**config.mk**
```make
export PLATFORM = sky130hd
export DESIGN_NAME = cva6_ptw_sv32_walker
export DESIGN_NICKNAME = d
export VERILOG_FILES = /design/src/rtl/cva6_ptw_sv32_walker.sv
export SDC_FILE = /design/constraint.sdc
export NUM_CORES = 1
export LEC_CHECK = 0
export CAP_MARGIN = 20
export CORE_UTILIZATION = 35
export CTS_CLUSTER_DIAMETER = 120
export DETAILED_ROUTE_END_ITERATION = 12
export PLACE_DENSITY = 0.87
export SYNTH_ARGS = -nofsm -noshare
export SYNTH_HDL_FRONTEND = slang
export SYNTH_SLANG_ARGS = --single-unit
```
**constraint.sdc**
```tcl
create_clock -name clk_i -period 1.93 [get_ports clk_i]
set_input_delay 0.2895 -clock clk_i [delete_from_list [all_inputs] [get_ports clk_i]]
set_output_delay 0.2895 -clock clk_i [all_outputs]
set_load 0.02 [all_outputs]
```
**src/rtl/cva6_ptw_sv32_walker.sv**
```systemverilog
// Sv32 two-level page-table walker: one PTE read in flight, single-cycle TLB refill or fault on completion.
// Latency (zero-wait memory): 4MiB done at +2, 4KiB at +4 after walk_req_i; stalls in REQ without gnt, in WAIT/DRAIN without rvalid.
package cva6_ptw_sv32_pkg;
  typedef struct packed {
    logic [21:0] ppn;
    logic [1:0]  rsw;
    logic        d;
    logic        a;
    logic        g;
    logic        u;
    logic        x;
    logic        w;
    logic        r;
    logic        v;
  } pte_sv32_t;

  typedef struct packed {
    logic        valid;
    logic        is_4M;
    logic [19:0] vpn;
    logic [8:0]  asid;
    pte_sv32_t   content;
  } tlb_update_sv32_t;
endpackage

module cva6_ptw_sv32_walker
  import cva6_ptw_sv32_pkg::*;
#(
  parameter int unsigned ASID_WIDTH = 1,
  parameter int unsigned PLEN       = 34
) (
  input  logic                  clk_i,
  input  logic                  rst_ni,
  input  logic                  flush_i,
  input  logic                  walk_req_i,
  input  logic [31:0]           walk_vaddr_i,
  input  logic [ASID_WIDTH-1:0] walk_asid_i,
  input  logic                  walk_is_itlb_i,
  input  logic                  walk_is_store_i,
  input  logic [21:0]           satp_ppn_i,
  input  logic                  mxr_i,
  output logic                  mem_req_o,
  output logic [PLEN-1:0]       mem_addr_o,
  input  logic                  mem_gnt_i,
  input  logic                  mem_rvalid_i,
  input  logic [31:0]           mem_rdata_i,
  input  logic                  mem_err_i,
  output logic                  walk_busy_o,
  output logic                  walk_done_o,
  output logic                  walk_page_fault_o,
  output logic                  walk_acc_fault_o,
  output tlb_update_sv32_t      update_o
);

  typedef enum logic [1:0] {IDLE, REQ, WAIT, DRAIN} state_e;

  state_e                state_q, state_d;
  logic                  level_q, level_d;
  logic [PLEN-1:0]       addr_q, addr_d;
  logic [19:0]           vpn_q, vpn_d;
  logic [ASID_WIDTH-1:0] asid_q, asid_d;
  logic                  itlb_q, itlb_d;
  logic                  store_q, store_d;

  pte_sv32_t pte;
  logic      perm_ok;
  logic      dec_acc, dec_pf, dec_next, dec_ok;
  logic      rsp_live;

  always_ff @(posedge clk_i or negedge rst_ni) begin
    if (!rst_ni) begin
      state_q <= IDLE;
    end else begin
      state_q <= state_d;
    end
  end

  always_ff @(posedge clk_i or negedge rst_ni) begin
    if (!rst_ni) begin
      level_q <= 1'b1;
      addr_q  <= '0;
      vpn_q   <= '0;
      asid_q  <= '0;
      itlb_q  <= 1'b0;
      store_q <= 1'b0;
    end else begin
      level_q <= level_d;
      addr_q  <= addr_d;
      vpn_q   <= vpn_d;
      asid_q  <= asid_d;
      itlb_q  <= itlb_d;
      store_q <= store_d;
    end
  end

  // PTE decode; only meaningful while a response is presented in WAIT.
  always_comb begin
    pte     = pte_sv32_t'(mem_rdata_i);
    perm_ok = pte.a;
    if (itlb_q) begin
      perm_ok = perm_ok & pte.x;
    end else if (store_q) begin
      perm_ok = perm_ok & pte.w & pte.d;
    end else begin
      perm_ok = perm_ok & (pte.r | (pte.x & mxr_i));
    end

    dec_acc  = 1'b0;
    dec_pf   = 1'b0;
    dec_next = 1'b0;
    dec_ok   = 1'b0;
    if (mem_err_i) begin
      dec_acc = 1'b1;
    end else if (!pte.v || (!pte.r && pte.w)) begin
      dec_pf = 1'b1;
    end else if (!pte.r && !pte.x) begin
      if (level_q) begin
        dec_next = 1'b1;
      end else begin
        dec_pf = 1'b1;
      end
    end else if ((level_q && (pte.ppn[9:0] != 10'd0)) || !perm_ok) begin
      dec_pf = 1'b1;
    end else begin
      dec_ok = 1'b1;
    end

    rsp_live = (state_q == WAIT) && mem_rvalid_i && !flush_i;
  end

  always_comb begin
    state_d = state_q;
    level_d = level_q;
    addr_d  = addr_q;
    vpn_d   = vpn_q;
    asid_d  = asid_q;
    itlb_d  = itlb_q;
    store_d = store_q;
    unique case (state_q)
      IDLE: begin
        if (walk_req_i) begin
          state_d = REQ;
          level_d = 1'b1;
          vpn_d   = walk_vaddr_i[31:12];
          asid_d  = walk_asid_i;
          itlb_d  = walk_is_itlb_i;
          store_d = walk_is_store_i;
          addr_d  = PLEN'({satp_ppn_i, walk_vaddr_i[31:22], 2'b00});
        end
      end
      REQ: begin
        if (flush_i) begin
          state_d = mem_gnt_i ? DRAIN : IDLE;
        end else if (mem_gnt_i) begin
          state_d = WAIT;
        end
      end
      WAIT: begin
        // A flush with no response yet still owes us one rvalid to swallow.
        if (flush_i) begin
          state_d = mem_rvalid_i ? IDLE : DRAIN;
        end else if (mem_rvalid_i) begin
          if (dec_next) begin
            state_d = REQ;
            level_d = 1'b0;
            addr_d  = PLEN'({pte.ppn, vpn_q[9:0], 2'b00});
          end else begin
            state_d = IDLE;
          end
        end
      end
      DRAIN: begin
        if (mem_rvalid_i) begin
          state_d = IDLE;
        end
      end
      default: state_d = IDLE;
    endcase
  end

  always_comb begin
    mem_req_o         = (state_q == REQ);
    mem_addr_o        = (state_q == REQ) ? addr_q : '0;
    walk_busy_o       = (state_q != IDLE);
    walk_done_o       = rsp_live && (dec_acc || dec_pf || dec_ok);
    walk_page_fault_o = rsp_live && dec_pf;
    walk_acc_fault_o  = rsp_live && dec_acc;
    update_o          = '0;
    if (rsp_live && dec_ok) begin
      update_o.valid   = 1'b1;
      update_o.is_4M   = level_q;
      update_o.vpn     = vpn_q;
      update_o.asid    = 9'(asid_q);
      update_o.content = pte;
    end
  end

endmodule

```
---- After elaboration in Yosys (flattened, before gate mapping) ----
Index checks and enable logic that the tools add are counted.
storage, ports and cells
  flip-flop bits (word level) ............. 60
  input bits .............................. 97
  output and inout port bits .............. 102
  logic and storage cells ................. 86
operators by class
  equal/unequal tests ..................... 10
  mux-type cells .......................... 38
  bitwise operators ....................... 6
  reduce and logical (&&, ||, !) cells .... 25
operators with widths
  operator                                                                 number
  34-bit 2-to-1 mux                                                        5
  34-bit case mux with 2 select lines                                      1
  63-bit 2-to-1 mux                                                        1
  1-bit 2-to-1 mux                                                         21
  2-bit 2-to-1 mux                                                         8
  2-bit inequality test, second input constant                             5
  10-bit nonzero test                                                      1
  1-bit logical AND                                                        9
  2-bit case mux with 4 select lines                                       1
  1-bit bitwise AND                                                        5
  1-bit zero test                                                          5
  5-bit AND reduction                                                      1
  2-bit equality test, second input constant                               2
  1-bit logical OR                                                         4
  4-bit AND reduction                                                      1
  2-bit nonzero test                                                       2
  3-bit by 2-bit inequality test with 1-bit output, second input constant  1
  3-bit inequality test, second input constant                             1
  2-bit by 1-bit equality test with 1-bit output, second input constant    1
  2-bit zero test                                                          1
  1-bit case mux with 2 select lines                                       1
  2-bit AND reduction                                                      1
  1-bit OR                                                                 1

---- Longest topological paths before layout ----
Gate-level depths: netlist of the first run.
  depth after elaboration ................. 14
  mapped depth ............................ 7
  depth with buffers taken out ............ 4

---- Worst setup path after synthesis of the first run ----
Ideal clock, no wire load.
  path type ............................... register to output
  start ................................... register store_q
  end ..................................... output port walk_page_fault_o
  data arrival time ....................... 2,236 ps
  path slack .............................. -595 ps
  cell stages (with the launch flop) ...... 5
  buffers on the path ..................... 0
  cells stage by stage .................... dfrtp_1 > o21ba_2 > a311oi_1 > nor4_1 > a2111oi_0
between the ends
  longest elaborated chain between the ends .. 9
ends and longest elaborated chain
  item                      RTL line  source
  start: declaration        63        logic store_q, store_d;
  start signal: assignment  92        store_q <= store_d;
  1-bit 2-to-1 mux          102       end else if (store_q) begin
  1-bit 2-to-1 mux          100       if (itlb_q) begin
  1-bit zero test           122       end else if ((level_q && (pte.ppn[9:0] != 10'd0)) || !perm_ok) begin
  1-bit logical OR          122
  1-bit 2-to-1 mux          122
  1-bit 2-to-1 mux          116       end else if (!pte.r && !pte.x) begin
  1-bit 2-to-1 mux          114       end else if (!pte.v || (!pte.r && pte.w)) begin
  1-bit 2-to-1 mux          112       if (mem_err_i) begin
  1-bit logical AND         186       walk_page_fault_o = rsp_live && dec_pf;
  end: declaration          50        output logic walk_page_fault_o,
Every way passes these cells.

==> results of run 1 <==
path summary, 6_finish.rpt:
kind	from	to	slack (ps)	depth (start not counted)
worst max-delay path	state_q[0]$_DFFE_PN0P_	update_o[11]	-460	7
worst min-delay path	rst_ni	vpn_q[11]$_DFFE_PN0P_	500	3
worst max register to register	level_q$_DFFE_PN1P_	addr_q[22]$_DFFE_PN0P_	-230	9
worst min register to register	vpn_q[10]$_DFFE_PN0P_	vpn_q[10]$_DFFE_PN0P_	500	1
max in group asynchronous	rst_ni	level_q$_DFFE_PN1P_	1140	3
min in group clk_i	vpn_q[10]$_DFFE_PN0P_	vpn_q[10]$_DFFE_PN0P_	500	1
flip-flops by register name (all words and copies together), names as in the netlist:
register / count
level_q: 1
addr_q: 32
asid_q: 1
vpn_q: 20
state_q: 2
itlb_q: 1
store_q: 1
per-layer routing:
layer / up-vias / part of all wire / global-route usage
met2: 117 / 0.55 / 0.434
met3: 13 / 0.053 / 0.0435
met1: 1560 / 0.38 / 0.261
met5: - / 0 / 0
met4: 0 / 0.016 / 0.0870
li1: 1472 / - / -
worst reg2reg max path: cells and delay by family (launching register included):
kind	cells	cell delay (ps)
and+or+nand+nor	2	300
muxes	1	310
DFF	1	550
buffers and inverters	5	690
AOI/OAI and AO/OA	1	200
what timing repair did:
item                                    4_1_cts  5_1_grt
endpoints found under the setup margin      124      148
resized for setup                           558       42
buffers inserted                             18        4
hold buffers                                  1        0
hold endpoints to repair                     57        0
pin swaps                                    13       14
cloned                                        5        0
cell usage in the layout, fill, tap and decap left out, types with 5 or more instances in the layout:
| master | instances |
|---|---|
| nor4_4 | 5 |
| buf_12 | 8 |
| buf_2 | 20 |
| buf_6 | 68 |
| buf_4 | 49 |
| dlygate4sd2_1 | 10 |
| and2_1 | 33 |
| conb_1 | 10 |
| clkdlybuf4s50_1 | 70 |
| mux2_2 | 56 |
| clkbuf_8 | 9 |
| and2_4 | 17 |
| mux2_4 | 32 |
| dfrtp_1 | 57 |
| and2_2 | 36 |
stage by stage:
stage,total power (W),hold slack [ps],setup TNS (ps),util
floorplan,0.00437,-6.09,-1210,-
global placement,0.00579,318,-87650,0.600
detailed placement,0.00592,317,-85390,0.600
CTS,0.00785,486,-37360,0.673
global route,0.00838,514,-37430,0.676
finish,0.00792,495,-30950,0.676
power by group through the flow:
stage	clock network, W	registers, W	logic [W]
finish	0.00121	0.00221	0.00450
global route	0.00131	0.00229	0.00478
CTS	0.00124	0.00220	0.00441
detailed placement	0	0.00219	0.00373
global placement	0	0.00215	0.00364
floorplan	0	0.00208	0.00229
cell type report:
cell class                 instances  area [sq um]
clock buffer                       9           124
clock inverter                     6          82.6
fill                             699          3050
inverter                           4          15.0
multi-input combinational        222          2230
sequential                        58          1450
tap                              129           161
timing repair buffer             233          2300
logic make-up after synthesis:
logic type / after synthesis / synth area share
and+or+nand+nor: 110 / 0.207
muxes: 88 / 0.287
DFF: 58 / 0.420
buffers and inverters: 32 / 0.0525
AOI/OAI and AO/OA: 14 / 0.0333
other: 1 / 0.00108
==> out/metrics.cfg, run 1 <==
[run_status]
status = finished with violations
failed_checks = negative setup slack

[global_routing]
grtUsageTotal = 0.232
grt.overflow.total = 0
grt_pass1_wl_um = 17800
antenna_found_initial = 0
grt_max_degree = 59
grt_pass1_vias = 3406

[critical_path]
crit_path_cell_trace = nand4bb_4, or3_4, nor4_4, buf_6, buf_12, and2_2, buf_6
path_delay_family = simple AND/OR/NAND/NOR gates
crit_type = flop to primary output
slowest_delay_ps = 430
cpMostUsedCell = buf_6
cp.arrival_ps = 2100
worst_setup_path_start_kind = flop
path_max_fanout = 16
critical_path_buf_inv_count = 3
setup.worst_path.end_class = primary output
crit_required_ps = 1640
crit_slowest_cell = or3_4

[timing]
rsz0062_at_grt = yes
setup_ws_ps = -463
finalCritPeriodShare = 1.24
finClkSkew_ps = 7.45
finalHoldViolCount = 0
fmax_ghz = 0.418
drv_slew = 0
setup_viol = 89
finalCriticalPeriod_ps = 2390

[clock_tree]
cts_buffer_depth = 2
numClockSinks = 58
cts_buffers = 9
tritoncts = built
cts_root_buffer = clkbuf_8
clk_pin_slew_worst_paths_ps = 80
htreeDepth = 3
clock_latency_ps = 330

[synth]
synth_cell_type_count = 34
synth_seq_area_share = 0.420
syn_inst = 303
synth.most_common_cell = mux2_2
syn_area_sq_mm = 0.00346
synthTopCellsByCount = mux2_2 (88), and2_1 (86), dfrtp_1 (57)
yosys_warnings = 0
synth.area.top_cells = dfrtp_1 (41%), mux2_2 (29%), and2_1 (16%)
ys_ff_latch = 58
yosysTopAreaCell = dfrtp_1
synth_ff_type = dfrtp_1
synthArstFlopShare = 1.00
netlist.area_leader.share = 0.412
synth-edff-count = 0
syn_avg_cell_area_sq_um = 11.4

[floorplanning]
row_count = 35
die_w_um = 101
dieArea_sq_mm = 0.0103
die_h_um = 101
core_sq_mm = 0.00942
start_util = 0.367
io_pins = 199

[placement]
placed_area_sq_mm = 0.00565
gp_congestion = 0.835
dp_cells = 625
portBuffers = 176
place_ws_ps = -1210
dp_hpwl_um = 7340

[cells_and_area]
design_area_sq_mm = 0.00636
syn_to_final_growth_pct = 84.0
instances_no_fill = 661
n_antenna_cell = 0
nets = 625
layout-drive-gt1-share = 0.615

[routing]
avgViaCountPerCell = 4.78
num_vias = 3162
drt-total-wl_um = 11500
drt_iter0_drc = 80
drtPass1Iterations = 4
antenna_left = 0
post_drt_wl_per_cell_um = 17.4
drc = 0

[power]
p_per_area_mw_per_mm2 = 1250
combPwrFrac = 0.567
peakVddDrop_mv = 0.621
p_switching_w = 0.00278
swShare = 0.351
clkPwrFrac = 0.153
p_leak_nw = 2.96
internal_power_w = 0.00514
seqPwrFrac = 0.279

[flow_run]
maxCapViolCount = 0

[min_path]
holdCritPathClass = primary input to async pin

Note: power is estimated with default switching activity, not from simulation.
==> inputs of run 2 (changes only) <==
- CTS_CLUSTER_SIZE: default -> 28
==> results of run 2 <==
Final layout, timing and power as in run 1 (identical DEF).
==> inputs of run 3 (changes only) <==
- CTS_CLUSTER_SIZE: 28 -> default
- RECOVER_POWER: default -> 25
==> run 3 against run 2 <==
Net effect: the flow still finishes with violations (negative setup slack); total power about the same; combinational power about the same; register-to-register slack about the same; non-clock buffer count unchanged; clock-buffer cell count unchanged; utilization decreased by 0.13 points; wire length unchanged; clock skew unchanged; sequential power about the same; fmax unchanged; largest power group unchanged.
==> out/metrics.cfg, run 3 (same netlist as run 1, synthesis figures left out) <==
[timing]
setup_viol = 89  ; unchanged
rsz0062_at_grt = yes  ; unchanged
finalHoldViolCount = 0  ; unchanged
finClkSkew_ps = 7.45  ; unchanged
drv_slew = 0  ; unchanged
fin_setup_tns_ps = -30950  ; about the same
finalCritPeriodShare = 1.24  ; unchanged
setup_ws_ps = -463  ; unchanged
finalCriticalPeriod_ps = 2390  ; unchanged
fmax_ghz = 0.418  ; unchanged
max_slew_margin = 0.469
whs_ps = 497  ; was 495 ps
worst_slew_pin_slew_ps = 797

[floorplanning]
die_h_um = 101  ; unchanged
io_pins = 199  ; unchanged
start_util = 0.367  ; unchanged
die_w_um = 101  ; unchanged
dieArea_sq_mm = 0.0103  ; unchanged
row_count = 35  ; unchanged
core_sq_mm = 0.00942  ; unchanged

[power]
internal_power_w = 0.00514  ; about the same
combPwrFrac = 0.567  ; about the same
clkPwrFrac = 0.153  ; about the same
p_leak_nw = 2.95  ; was 2.96 nW
swShare = 0.351  ; about the same
p_per_area_mw_per_mm2 = 1250  ; about the same
p_switching_w = 0.00278  ; about the same
seqPwrFrac = 0.280  ; was 0.279
peakVddDrop_mv = 0.620  ; was 0.621 mV

[cells_and_area]
design_area_sq_mm = 0.00635  ; was 0.00636 sq mm
layout-drive-gt1-share = 0.615  ; unchanged
n_antenna_cell = 0  ; unchanged
instances_no_fill = 661  ; unchanged
final_cell_mix = clkdlybuf4s50_1 (70), buf_6 (68), dfrtp_1 (57)  ; unchanged
regMostFlops = addr_q  ; unchanged
layout_commonest_cell = clkdlybuf4s50_1  ; unchanged
nets = 625  ; unchanged
largest_register_ff_count = 32  ; unchanged
largestRegisters = addr_q x32, vpn_q x20, state_q x2  ; unchanged
syn_to_final_growth_pct = 83.7  ; was 84.0%

[critical_path]
cp.arrival_ps = 2100  ; about the same
slowest_delay_ps = 430  ; about the same
setup.worst_path.end_class = primary output  ; unchanged
critical_path_buf_inv_count = 3  ; unchanged
path_max_fanout = 16  ; unchanged
worst_setup_path_start_kind = flop  ; unchanged
crit_path_cell_trace = nand4bb_4, or3_4, nor4_4, buf_6, buf_12, and2_2, buf_6  ; unchanged
crit_slowest_cell = or3_4  ; unchanged
cpMostUsedCell = buf_6  ; unchanged
crit_required_ps = 1640  ; about the same
crit_type = flop to primary output  ; unchanged
path_delay_family = simple AND/OR/NAND/NOR gates  ; unchanged

[global_routing]
grt_pass1_wl_um = 17800  ; unchanged
grt_pass1_vias = 3406  ; unchanged
grt.overflow.total = 0  ; unchanged
grt_max_degree = 59  ; unchanged
grtUsageTotal = 0.232  ; unchanged
antenna_found_initial = 0  ; unchanged

[placement]
portBuffers = 176  ; unchanged
place_ws_ps = -1210  ; unchanged
dp_cells = 625  ; unchanged
gp_congestion = 0.835  ; unchanged
dp_hpwl_um = 7340  ; unchanged
placed_area_sq_mm = 0.00565  ; unchanged

[routing]
drt-total-wl_um = 11500  ; unchanged
num_vias = 3165  ; was 3,162
avgViaCountPerCell = 4.79  ; was 4.78
post_drt_wl_per_cell_um = 17.4  ; unchanged
drtPass1Iterations = 4  ; unchanged
drt_iter0_drc = 80  ; unchanged
drc = 0  ; unchanged
antenna_left = 0  ; unchanged

[min_path]
holdCritPathClass = flop to flop  ; was primary input to async pin

[clock_tree]
cts_buffers = 9  ; unchanged
cts_buffer_depth = 2  ; unchanged
htreeDepth = 3  ; unchanged
clock_latency_ps = 330  ; about the same
cts_root_buffer = clkbuf_8  ; unchanged
clk_pin_slew_worst_paths_ps = 70  ; was 80 ps
numClockSinks = 58  ; unchanged
tritoncts = built  ; unchanged

[flow_run]
maxCapViolCount = 0  ; unchanged

[run_status]
status = finished with violations  ; unchanged
failed_checks = negative setup slack  ; unchanged

==> run 3: worst reg2reg max path, cell delays in order (launching register included) <==
cell and delay [ps]:
dfstp_2 550, buf_6 100, nor4b_4 170, buf_4 150, nand3b_1 130, buf_6 150
a2bb2oi_4 200, buf_6 150, buf_12 140, mux2_4 310
==> run 3: metal layers <==
metal,part of all wire,vias to the layer above,track usage
met4,0.016,0,0.0870
met1,0.38,1563,0.261
met3,0.053,13,0.0435
li1,-,1472,-
met2,0.55,117,0.434
met5,0,-,0
==> run 3: path summary, 6_finish.rpt <==
check | cells past startpoint | slack (ps) | end | start
worst max-delay path | 7 | -460 | update_o[11] | state_q[0]$_DFFE_PN0P_
max in group asynchronous | 3 | 710 | addr_q[21]$_DFFE_PN0P_ | rst_ni
worst min register to register | 1 | 500 | vpn_q[10]$_DFFE_PN0P_ | vpn_q[10]$_DFFE_PN0P_
min in group asynchronous | 3 | 690 | vpn_q[11]$_DFFE_PN0P_ | rst_ni
worst min-delay path | 1 | 500 | vpn_q[10]$_DFFE_PN0P_ | vpn_q[10]$_DFFE_PN0P_
worst max register to register | 9 | -230 | addr_q[22]$_DFFE_PN0P_ | level_q$_DFFE_PN1P_
==> run 3: area by class of cell <==
cell class / count / area, sq um
Multi-Input combinational cell: 222 / 2230
Tap cell: 129 / 161
Timing Repair Buffer: 233 / 2290
Fill cell: 701 / 3060
Clock inverter: 6 / 82.6
Inverter: 4 / 15.0
Sequential cell: 58 / 1450
Clock buffer: 9 / 124
==> run 3: per-stage QoR <==
stage	utilization	power [W]
3_3_place_gp	0.600	0.00579
2_1_floorplan	-	0.00437
4_1_cts	0.673	0.00785
5_1_grt	0.675	0.00837
6_report	0.675	0.00792
3_5_place_dp	0.600	0.00592
==> run 3: what timing repair did <==
item                                   4_1_cts  5_1_grt
gates resized for setup                    558       42
hold buffers                                 1        0
pin swaps                                   13       14
endpoints found under the hold margin       57        0
setup endpoints to repair                  124      148
buffers inserted                            18        4
gates cloned                                 5        0
==> run 3: power groups by stage <==
stage                     Combinational (W)  Clock (W)  Sequential, W
after floorplan                     0.00229          0        0.00208
after global placement              0.00364          0        0.00215
after detailed placement            0.00373          0        0.00219
after CTS                           0.00441    0.00124        0.00220
after global routing                0.00477    0.00131        0.00229
final                               0.00449    0.00121        0.00221
